===== src/rtl/traffic_req_conditioner.sv =====
`default_nettype none
// ============================================================================
// Module      : traffic_req_conditioner
// Description : Input conditioning stage for the four-way intersection light
//               controller. Two-flop synchronises and debounces the raw road
//               sensors, emergency detectors and pedestrian buttons, arbitrates
//               emergency requests to a held one-hot grant, and latches
//               pedestrian presses until the controller reports service.
//
// Ports       : clk            - system clock, rising edge
//               reset          - asynchronous, active-low reset
//               raw_traffic    - [3:0] async vehicle-presence sensors
//               raw_emergency  - [3:0] async emergency-vehicle detectors
//               raw_ped        - [3:0] async pedestrian buttons
//               ped_served     - [3:0] crossing currently walking (clears latch)
//               traffic        - [3:0] debounced vehicle presence
//               emergency      - [3:0] one-hot (or zero) emergency grant
//               pedastrain_req - [3:0] latched pedestrian requests
//               emg_active     - high whenever emergency is non-zero
//
//               Bit order of all vectors: [3]=east [2]=west [1]=north [0]=south
//
// Revision    : 1.0 - initial release
// ============================================================================
module traffic_req_conditioner #(
  parameter int DEBOUNCE_CYCLES = 4,
  parameter int EMG_HOLD        = 16
) (
  input  logic       clk,
  input  logic       reset,
  input  logic [3:0] raw_traffic,
  input  logic [3:0] raw_emergency,
  input  logic [3:0] raw_ped,
  input  logic [3:0] ped_served,
  output logic [3:0] traffic,
  output logic [3:0] emergency,
  output logic [3:0] pedastrain_req,
  output logic       emg_active
);

  // --------------------------------------------------------------------------
  // Constants
  // --------------------------------------------------------------------------
  localparam int c_NBITS  = 12;
  localparam int c_CNT_W  = $clog2(DEBOUNCE_CYCLES + 1);
  localparam int c_HOLD_W = $clog2(EMG_HOLD + 1);

  // A bit flips on the mismatch that arrives while the counter already holds
  // DEBOUNCE_CYCLES-1, i.e. on the DEBOUNCE_CYCLES-th consecutive mismatch.
  localparam logic [c_CNT_W-1:0]  c_DB_LAST   = c_CNT_W'(DEBOUNCE_CYCLES - 1);
  localparam logic [c_CNT_W-1:0]  c_CNT_ONE   = c_CNT_W'(1);
  localparam logic [c_HOLD_W-1:0] c_HOLD_LOAD = c_HOLD_W'(EMG_HOLD - 1);
  localparam logic [c_HOLD_W-1:0] c_HOLD_ONE  = c_HOLD_W'(1);

  localparam logic [1:0] c_ST_IDLE  = 2'd0;
  localparam logic [1:0] c_ST_GRANT = 2'd1;
  localparam logic [1:0] c_ST_HOLD  = 2'd2;

  // --------------------------------------------------------------------------
  // Synchronisers: all twelve raw bits share one two-flop chain.
  // Packing: [3:0] traffic, [7:4] emergency, [11:8] pedestrian.
  // --------------------------------------------------------------------------
  logic [c_NBITS-1:0] w_raw_all;
  logic [c_NBITS-1:0] r_sync1;
  logic [c_NBITS-1:0] r_sync2;

  assign w_raw_all = {raw_ped, raw_emergency, raw_traffic};

  always_ff @(posedge clk or negedge reset) begin
    if (!reset) begin
      r_sync1 <= '0;
      r_sync2 <= '0;
    end else begin
      r_sync1 <= w_raw_all;
      r_sync2 <= r_sync1;
    end
  end

  // --------------------------------------------------------------------------
  // Debounce: per bit, count consecutive cycles where the synchronised value
  // disagrees with the debounced value; any agreeing cycle restarts the count.
  // --------------------------------------------------------------------------
  logic [c_NBITS-1:0] w_db;

  generate
    for (genvar gi = 0; gi < c_NBITS; gi++) begin : g_db
      logic [c_CNT_W-1:0] r_cnt;
      logic               r_bit;

      always_ff @(posedge clk or negedge reset) begin
        if (!reset) begin
          r_cnt <= '0;
          r_bit <= 1'b0;
        end else if (r_sync2[gi] == r_bit) begin
          r_cnt <= '0;
        end else if (r_cnt == c_DB_LAST) begin
          r_bit <= r_sync2[gi];
          r_cnt <= '0;
        end else begin
          r_cnt <= r_cnt + c_CNT_ONE;
        end
      end

      assign w_db[gi] = r_bit;
    end
  endgenerate

  logic [3:0] w_db_traffic;
  logic [3:0] w_db_emg;
  logic [3:0] w_db_ped;

  assign w_db_traffic = w_db[3:0];
  assign w_db_emg     = w_db[7:4];
  assign w_db_ped     = w_db[11:8];

  assign traffic = w_db_traffic;

  // --------------------------------------------------------------------------
  // Emergency arbiter
  // --------------------------------------------------------------------------
  logic [1:0]          r_state;
  logic [1:0]          w_state_nxt;
  logic [3:0]          r_grant;
  logic [3:0]          w_grant_nxt;
  logic [c_HOLD_W-1:0] r_hold_cnt;
  logic [c_HOLD_W-1:0] w_hold_cnt_nxt;
  logic [3:0]          w_pick;
  logic                w_granted_live;

  // Fixed priority east > west > north > south.
  always_comb begin
    w_pick = 4'b0000;
    if (w_db_emg[3])      w_pick = 4'b1000;
    else if (w_db_emg[2]) w_pick = 4'b0100;
    else if (w_db_emg[1]) w_pick = 4'b0010;
    else if (w_db_emg[0]) w_pick = 4'b0001;
  end

  // Only the currently granted direction matters once a grant is issued;
  // other requests wait until the arbiter returns to IDLE.
  assign w_granted_live = |(w_db_emg & r_grant);

  // State register
  always_ff @(posedge clk or negedge reset) begin
    if (!reset) begin
      r_state    <= c_ST_IDLE;
      r_grant    <= 4'b0000;
      r_hold_cnt <= '0;
    end else begin
      r_state    <= w_state_nxt;
      r_grant    <= w_grant_nxt;
      r_hold_cnt <= w_hold_cnt_nxt;
    end
  end

  // Next-state logic
  always_comb begin
    w_state_nxt    = r_state;
    w_grant_nxt    = r_grant;
    w_hold_cnt_nxt = r_hold_cnt;
    case (r_state)
      c_ST_IDLE: begin
        if (|w_db_emg) begin
          w_state_nxt = c_ST_GRANT;
          w_grant_nxt = w_pick;
        end
      end
      c_ST_GRANT: begin
        if (!w_granted_live) begin
          w_state_nxt    = c_ST_HOLD;
          w_hold_cnt_nxt = c_HOLD_LOAD;
        end
      end
      c_ST_HOLD: begin
        if (w_granted_live) begin
          w_state_nxt = c_ST_GRANT;
        end else if (r_hold_cnt == '0) begin
          // Clearing here and arbitrating only from IDLE guarantees at least
          // one all-zero cycle between consecutive grants.
          w_state_nxt = c_ST_IDLE;
          w_grant_nxt = 4'b0000;
        end else begin
          w_hold_cnt_nxt = r_hold_cnt - c_HOLD_ONE;
        end
      end
      default: begin
        w_state_nxt    = c_ST_IDLE;
        w_grant_nxt    = 4'b0000;
        w_hold_cnt_nxt = '0;
      end
    endcase
  end

  // Output logic
  always_comb begin
    emergency  = r_grant;
    emg_active = |r_grant;
  end

  // --------------------------------------------------------------------------
  // Pedestrian request latches
  // --------------------------------------------------------------------------
  logic [3:0] r_ped_prev;
  logic [3:0] r_ped_latch;
  logic [3:0] w_ped_rise;

  // Edge detection means a button held through service cannot re-request.
  assign w_ped_rise = w_db_ped & ~r_ped_prev;

  always_ff @(posedge clk or negedge reset) begin
    if (!reset) begin
      r_ped_prev  <= 4'b0000;
      r_ped_latch <= 4'b0000;
    end else begin
      r_ped_prev  <= w_db_ped;
      // A new press in the same cycle as service wins over the clear.
      r_ped_latch <= (r_ped_latch & ~ped_served) | w_ped_rise;
    end
  end

  // Requests are masked (not discarded) while an emergency grant is out.
  assign pedastrain_req = r_ped_latch & {4{~emg_active}};

endmodule
`default_nettype wire


===== config.mk =====
export PLATFORM = sky130hd
export DESIGN_NAME = traffic_req_conditioner
export DESIGN_NICKNAME = d
export VERILOG_FILES = /design/src/rtl/traffic_req_conditioner.sv
export SDC_FILE = /design/constraint.sdc
export NUM_CORES = 1
export LEC_CHECK = 0
export BUFFER_PORTS_ARGS = -buffer_cell sky130_fd_sc_hd__buf_2
export CAP_MARGIN = 15
export CORE_ASPECT_RATIO = 1.5
export CORE_MARGIN = 3
export CORE_UTILIZATION = 40
export CTS_CLUSTER_SIZE = 12
export DETAILED_ROUTE_END_ITERATION = 6
export GPL_ROUTABILITY_DRIVEN = 0
export PLACE_DENSITY_LB_ADDON = 0.12
export SLEW_MARGIN = 5
export SYNTH_ARGS = -nofsm -noshare
export SYNTH_HDL_FRONTEND = slang
export SYNTH_SLANG_ARGS = --single-unit

===== constraint.sdc =====
create_clock -name clk -period 2.4 [get_ports clk]
set_input_delay 0.24 -clock clk [delete_from_list [all_inputs] [get_ports clk]]
set_output_delay 0.24 -clock clk [all_outputs]
set_load 0.05 [all_outputs]

==> out/results.txt <==
core area - 8516 µm²
Final Skew - 3.863 ps
Post-synth top flop - dfrtp_1
CTS clk-pin slew, worst paths - 60 ps
TritonCTS Buffers - 9
post-synthesis simple-gate area fraction - 13.14%
PwrDens - 1374 nW/µm²
Clock Sinks - 91
vias per std cell - 4.840
WP data required - 2630 ps
final setup fails - 0
DR pass1 iterations - 4
post-route cell area - 4294 µm²
layout cell share with drive strength beyond 1 - 18.87%
RSZ-0062 raised after global routing - no
CTS resizes - 0
most frequent cell after synthesis - dfrtp_1
R2R Setup Slk - 330 ps
GRT Util Overall - 12.25%
Initial Util - 41.61%
Synth Area in XOR/XNOR - 2.966%
multi-input logic area - 1172 µm²
post-route ant nets - 0
port bufs - 30
FP Rows - 41
initial antenna violation count - 0
CP bufs+invs - 1
dpl hpwl - 3758 µm
FF/Latch Area - 2277 µm²
Lkg Pwr - 2.063 nW
Post-Syn Area - 3543 µm²
final hold slack - 21.32 ps
status - completed
synth cell count leaders - 91 x dfrtp_1, 22 x nor3b_1, 19 x ha_1
Final min period - 2065 ps
Yosys warning count - 0
cells after synthesis - 264
drt wl/cell - 12.80 µm
DR vias - 2057
top cell type's share of synthesized area - 64.27%
asr flop ratio synth - 100.0%
number of DRC markers in iteration 0 - 109
CP max stage cell - nor4b_1
area leader, netlist - dfrtp_1
max-cap violations - 0
die area - 10050 µm²
Max Fclk - 0.4842 GHz
TritonCTS clock tree - built
cell chain of the critical path - inv_1 > ha_1 > nor4b_1 > nand3_1 > a21oi_2 > o21ai_1 > a32o_1
critical path peak fanout - 6
number of H-tree levels - 3
Rel. slew slack - 60.55%
Worst-Margin Slew - 591.8 ps
post-synth cell types - 35
Top delay family on crit path - compound AO/OA/AOI/OAI gates
Die Ht - 121.3 µm
root buffer cell - clkbuf_16
worst stage delay on the critical path - 430 ps
Final nets - 350
Worst-Skew Late Latency - 340 ps
buffer count from post-CTS setup fixing - 0
total gr overflow - 0
worst ir drop on vdd - 0.8185 mV
DRC - 0
num ports - 31
vias in the first global route - 2082
Area after DPL - 3820 µm²
Syn Area/Cell - 13.42 µm²
number of synthesized flops with an enable pin - 0
Fill cells - 777
post-synthesis sequential area ratio - 64.27%
main combinational cell family by area after synthesis - simple AND/OR/NAND/NOR gates
Synth area leaders - dfrtp_1 64%, ha_1 6.7%, nor3b_1 4.7%, xnor2_1 3.0%, nor2b_1 2.5%
Die W - 82.85 µm
mux share of post-synthesis cell area - 3.178%
worst setup path class - register to register
Setup TNS Final - 0 ps
final hold violations - 0
post-synthesis compound-gate area fraction - 7.097%
area delta synth->final - 21.19%
Setup crit end kind - register
first-pass GRT wire length - 9487 µm
Critical Path AT - 2290 ps
Final Power - 5.899 mW
Yosys reg bits - 91
Adder-Cell Fraction of Synth Area - 6.709%
Synth Net Count - 301
Final Max Tran Viols - 0
WL final - 5439 µm
ant diodes - 0
CTS Hold Bufs - 10
CP startpoint kind - register
Final Cycle Share - 86.05%
largest net degree at the start of global routing - 48
Max Root-Sink Buffers - 2
Worst Hold Class - primary input to register
## sequential cells by signal, indices dropped and copies added, names as in the netlist
| signal | count |
|---|---|
| r_hold_cnt | 5 |
| r_sync2 | 12 |
| g_db.r_cnt | 36 |
| r_ped_prev | 4 |
| emergency | 4 |
| r_sync1 | 12 |
| r_state | 2 |
| r_ped_latch | 4 |
| g_db.r_bit | 12 |
## logic make-up after synthesis
| logic type | Yosys count |
|---|---|
| and+or+nand+nor | 80 |
| buffers and inverters | 20 |
| AOI/OAI and AO/OA | 32 |
| DFF | 91 |
| xor gates and xnor gates | 12 |
| muxes | 10 |
| adders and majority gates | 19 |
## routing by layer
metal	global-route usage (%)	vias to the layer above	routed length, µm
met2	20.13	30	2741
met4	7.055	0	132
li1	-	1007	-
met5	0	-	0
met1	13.82	1010	2321
met3	4.212	10	243
## per-stage QoR
step	std cells	setup slack, ps	util [%]
after global routing	425	106.2	50.43
after detailed placement	398	351.6	44.86
after floorplan	264	290.2	-
final	425	334.8	50.43
after global placement	398	434.8	44.86
after CTS	424	339.6	50.31
## path summary, 6_finish.rpt
check	cells past startpoint	to	startpoint
worst max-delay path	7	emergency[3]	r_hold_cnt[0]
min in group asynchronous	2	g_db[0].r_cnt[2]	reset
worst min register to register	0	r_sync2[8]	r_sync1[8]
worst min-delay path	1	r_sync1[3]	raw_traffic[3]
max in group asynchronous	3	g_db[2].r_cnt[2]	reset
worst max register to register	7	emergency[3]	r_hold_cnt[0]
## placed cells by master (no fill, tap or decap), types with 6 or more instances in the layout
cell type | synthesis | layout
nor2b_1 | 14 | 14
clkbuf_16 | 0 | 9
ha_1 | 19 | 19
dfrtp_1 | 91 | 91
dlygate4sd3_1 | 0 | 11
xnor2_1 | 12 | 12
inv_1 | 14 | 14
nand2_1 | 9 | 9
nor3_1 | 11 | 11
o21ai_0 | 6 | 6
buf_2 | 0 | 29
nor3b_1 | 22 | 22
nor2_1 | 12 | 12
## cell type report
| cell class | count | area share (%) |
|---|---|---|
| Clock buffer | 9 | 5.245 |
| Clock inverter | 7 | 3.234 |
| Inverter | 15 | 1.311 |
| Multi-Input combinational cell | 153 | 27.30 |
| Sequential cell | 91 | 53.03 |
| Tap cell | 107 | 3.118 |
| Timing Repair Buffer | 43 | 6.760 |
## where the power goes
part           switching [mW]  internal [mW]
combinational            1.19          0.752
sequential              0.304           1.95
clock                   0.580           1.12
No activity file was read; power rests on OpenSTA's default activity.
